`config.mk`:
```
export PLATFORM = sky130hd
export DESIGN_NAME = cache_arbiter
export DESIGN_NICKNAME = d
export VERILOG_FILES = /design/src/rtl/cache_arbiter.sv
export SDC_FILE = /design/constraint.sdc
export NUM_CORES = 1
export LEC_CHECK = 0
export ABC_AREA = 1
export ABC_CLOCK_PERIOD_IN_PS = 1900
export BUFFER_PORTS_ARGS = -buffer_cell sky130_fd_sc_hd__buf_2
export CORE_AREA = 2 2 539 541
export CTS_CLUSTER_SIZE = 12
export DETAILED_ROUTE_END_ITERATION = 8
export DIE_AREA = 0 0 541 543
export SYNTH_ARGS = -nofsm -noshare
export SYNTH_HDL_FRONTEND = slang
export SYNTH_SLANG_ARGS = --single-unit
```
`constraint.sdc`:
```
create_clock -name clk -period 1.9 [get_ports clk]
set_clock_uncertainty 0.2 [all_clocks]
set_input_delay 0.095 -clock clk [delete_from_list [all_inputs] [get_ports clk]]
set_output_delay 0.095 -clock clk [all_outputs]
set_load 0.1 [all_outputs]
```
`src/rtl/cache_arbiter.sv`:
```
// rtl/cache_arbiter.sv - round-robin arbiter sharing one line-fill/write-back port between I- and D-caches
// Commands come from latched registers only; client data is routed combinationally back from memory.
module cache_arbiter #(
  parameter int LINE_W = 256,
  parameter int ADDR_W = 32
) (
  input  logic              clk,
  input  logic              rst,
  input  logic              i_pmem_read,
  input  logic [ADDR_W-1:0] i_pmem_address,
  output logic [LINE_W-1:0] i_pmem_rdata,
  output logic              i_pmem_resp,
  input  logic              d_pmem_read,
  input  logic              d_pmem_write,
  input  logic [ADDR_W-1:0] d_pmem_address,
  input  logic [LINE_W-1:0] d_pmem_wdata,
  output logic [LINE_W-1:0] d_pmem_rdata,
  output logic              d_pmem_resp,
  output logic              pmem_read,
  output logic              pmem_write,
  output logic [ADDR_W-1:0] pmem_address,
  output logic [LINE_W-1:0] pmem_wdata,
  input  logic [LINE_W-1:0] pmem_rdata,
  input  logic              pmem_resp
);

  typedef enum logic [1:0] {IDLE, I_BUSY, D_BUSY, RELEASE} state_t;

  state_t              state_q, state_d;
  logic                last_d_q, last_d_d;
  logic [ADDR_W-1:0]   addr_q, addr_d;
  logic [LINE_W-1:0]   wdata_q, wdata_d;
  logic                write_q, write_d;
  logic                d_req;
  logic                busy;

  assign d_req = d_pmem_read | d_pmem_write;

  always_ff @(posedge clk) begin
    if (rst) begin
      state_q  <= IDLE;
      last_d_q <= 1'b0;
      addr_q   <= '0;
      wdata_q  <= '0;
      write_q  <= 1'b0;
    end else begin
      state_q  <= state_d;
      last_d_q <= last_d_d;
      addr_q   <= addr_d;
      wdata_q  <= wdata_d;
      write_q  <= write_d;
    end
  end

  always_comb begin
    state_d  = state_q;
    last_d_d = last_d_q;
    addr_d   = addr_q;
    wdata_d  = wdata_q;
    write_d  = write_q;
    case (state_q)
      IDLE: begin
        // I wins when alone, or on a tie when D was the previous winner
        if (i_pmem_read && (!d_req || last_d_q)) begin
          state_d  = I_BUSY;
          last_d_d = 1'b0;
          addr_d   = i_pmem_address;
          wdata_d  = '0;
          write_d  = 1'b0;
        end else if (d_req) begin
          state_d  = D_BUSY;
          last_d_d = 1'b1;
          addr_d   = d_pmem_address;
          wdata_d  = d_pmem_write ? d_pmem_wdata : '0;
          write_d  = d_pmem_write;
        end
      end
      I_BUSY, D_BUSY: begin
        if (pmem_resp) state_d = RELEASE;
      end
      default: state_d = IDLE;
    endcase
  end

  assign busy = !rst && (state_q == I_BUSY || state_q == D_BUSY);

  assign pmem_read    = !rst && (state_q == I_BUSY || (state_q == D_BUSY && !write_q));
  assign pmem_write   = !rst && state_q == D_BUSY && write_q;
  assign pmem_address = busy ? addr_q : '0;
  assign pmem_wdata   = pmem_write ? wdata_q : '0;

  assign i_pmem_rdata = pmem_rdata;
  assign d_pmem_rdata = pmem_rdata;
  assign i_pmem_resp  = !rst && state_q == I_BUSY && pmem_resp;
  assign d_pmem_resp  = !rst && state_q == D_BUSY && pmem_resp;

endmodule
```
==> results.cfg <==
[floorplan]
io_pins = 1386
core.rowCount = 197
die_x_um = 541
die_y_um = 543
core_area_um2 = 287000
start_util_pct = 6.16
fp.dieArea_um2 = 294000

[synth]
yosysUniqueCellTypes = 19
synth.area.top_cells = dfxtp_1 (33%), buf_4 (22%), nand4_1 (9.0%)
yosysTopAreaCellShare_pct = 33.0
ys_seq_area_share_pct = 33.0
synth_area_per_cell_um2 = 6.87
synth.largest_area_cell = dfxtp_1
syn-num-nets = 3163
yosys_warnings = 0
ys_seq_elements = 292
syn_inst = 2577
netlist_area_um2 = 17700

[finish]
layout_common_cells = dlygate4sd3_1 (455), buf_12 (407), nand2_1 (365)
stdcell_count = 7109
utilization_pct = 13.0
syn_to_final_growth_pct = 111
finalNetCount = 3833
final_cell_area_um2 = 37400
layout-drive-gt1-share_pct = 37.9
final_common_cell = dlygate4sd3_1

[pwr]
power.static_leakage_nw = 12.8
power.density_nw_per_um2 = 867
finalPower_mw = 32.5
seqPwrFrac_pct = 24.3
p_sw_share_pct = 47.6
p_int_mw = 17.0
pwr-share-comb_pct = 50.1
p_switching_mw = 15.5
clockPowerShare_pct = 25.7
peakVddDrop_v = 0.00102

[clock_tree]
cts.sinks = 292
cts_buffer_depth = 3
cts_buffers = 41
cts.reportedPaths.clkPinSlew_ns = 0.05
cts-root-buf = clkbuf_16
clk_latency_ns = 0.64
cts_tree = built
htreeDepth = 2

[global_route]
grt_usage_pct = 12.9
gr-total-overflow = 0
antenna_found_initial = 84
grt_pass1_wl_um = 241000
first_global_vias = 20200
grt_max_degree = 134

[setup_path]
cp.arrival_ns = 2.28
crit_type = reg -> out
start_kind = register
slowest_delay_ns = 0.34
critPathTopFamily = buffers and inverters
path_max_fanout = 18
cp.required_ns = 1.60
crit_slowest_cell = dfxtp_2
path_buf_inv = 5
endpoint_kind = output pin
path_cells = inv_2 > buf_4 > buf_4 > ha_4 > nand2_2 > buf_12 > nor2_4 > buf_12

[place]
dp.cells = 6411
gp_congestion = 0.927
dpl.hpwl_um = 169000
dpl_cell_area_um2 = 26800
dpl_worst_slack_ns = -0.243
io_buffers = 617

[sta]
hold_slack_ns = -0.00753
setup_tns_ns = -177.80
period_minus_slack_ns = 2.57
setup_slack_ns = -0.673
setup_violations = 498
maxSlewHeadroom_pct = 14.7
slew_viol_final = 0
final-hold-violation-count = 1
finalCritPeriodShare_pct = 135
fmax_mhz = 389
worstMarginPinSlew_ns = 1.28
rsz0062_at_grt = true

[detailed_routing]
dr.pass1.iters = 6
drtIter0Drc = 1853
wl_um = 198000
drc = 0
vias = 21000
drt-vias-per-instance = 2.96
wl_per_cell_um = 27.9
drtAntennaViolNets = 0

[status]
status = finished with violations
violations = negative hold slack, negative setup slack

[hold_path]
hold_path.class = in -> out

[run]
drv_cap = 0
worst paths after layout:
path,end,slack (ns),startpoint,cells after the start
setup / recovery,pmem_address[7],-0.67,state_q[0],8
hold / removal,i_pmem_rdata[234],-0.008,pmem_rdata[234],0
setup reg to reg,wdata_q[78],-0.17,state_q[0],8
hold reg to reg,wdata_q[69],0.26,wdata_q[69],2
kinds of logic (layout without fill, tap and decap cells):
group / after synthesis / in the layout / share of synthesized area [%]
and+or+nand+nor: 952 / 952 / 24.1
adders and majority gates: 4 / 4 / 0.283
buffers and inverters: 1035 / 1737 / 34.3
AOI/OAI and AO/OA: 294 / 294 / 8.34
DFF: 292 / 292 / 33.0
other: 0 / 49 / 0
flip-flops by register name, summed over array words and instances, names as in the netlist:
name      cells
wdata_q     256
addr_q       32
state_q       2
last_d_q      1
write_q       1
power by group through the flow:
stage | registers, mW | logic [mW] | clock network, mW
after detailed placement | 7.95 | 11.0 | 0
after global routing | 7.98 | 17.1 | 8.76
after global placement | 7.93 | 11.1 | 0
after CTS | 7.84 | 14.8 | 8.61
after floorplan | 7.75 | 10.9 | 0
final | 7.88 | 16.3 | 8.33
cell type report:
| class | instances | area (um^2) |
|---|---|---|
| fillers | 32600 | 250000 |
| repair buffers | 1331 | 16400 |
| multi-input cells | 1250 | 7660 |
| flip-flops and latches | 292 | 5850 |
| well taps | 3781 | 4730 |
| inverters | 331 | 1240 |
| clock buffers | 60 | 1200 |
| clock inverters | 15 | 199 |
| diodes | 49 | 123 |
Yosys cell counts (all sizes together):
cell and count:
a21oi 292, clkbuf 52, o22ai 1, nand3 36, nor3 1, nor2 291, ha 4, nand2 368
buf 652, dfxtp 292, o21ai 1, inv 331, nand4 256
routing by layer:
| layer | track usage (%) | share of wire [%] | vias to the layer above |
|---|---|---|---|
| li1 | - | - | 9045 |
| met1 | 11.2 | 32 | 9713 |
| met2 | 18.7 | 42 | 1837 |
| met3 | 13.6 | 21 | 403 |
| met4 | 6.16 | 4.5 | 26 |
| met5 | 0 | 0.20 | - |
repair_timing:
| action | in CTS | in global routing |
|---|---|---|
| resized for setup | 492 | 58 |
| cloned | 10 | 4 |
| hold endpoints to repair | 484 | 103 |
| hold buffers | 475 | 80 |
| pin swaps | 7 | 9 |
| endpoints found under the setup margin | 292 | 433 |
| setup buffers | 11 | 4 |
No activity file was read; power rests on OpenSTA's default activity.
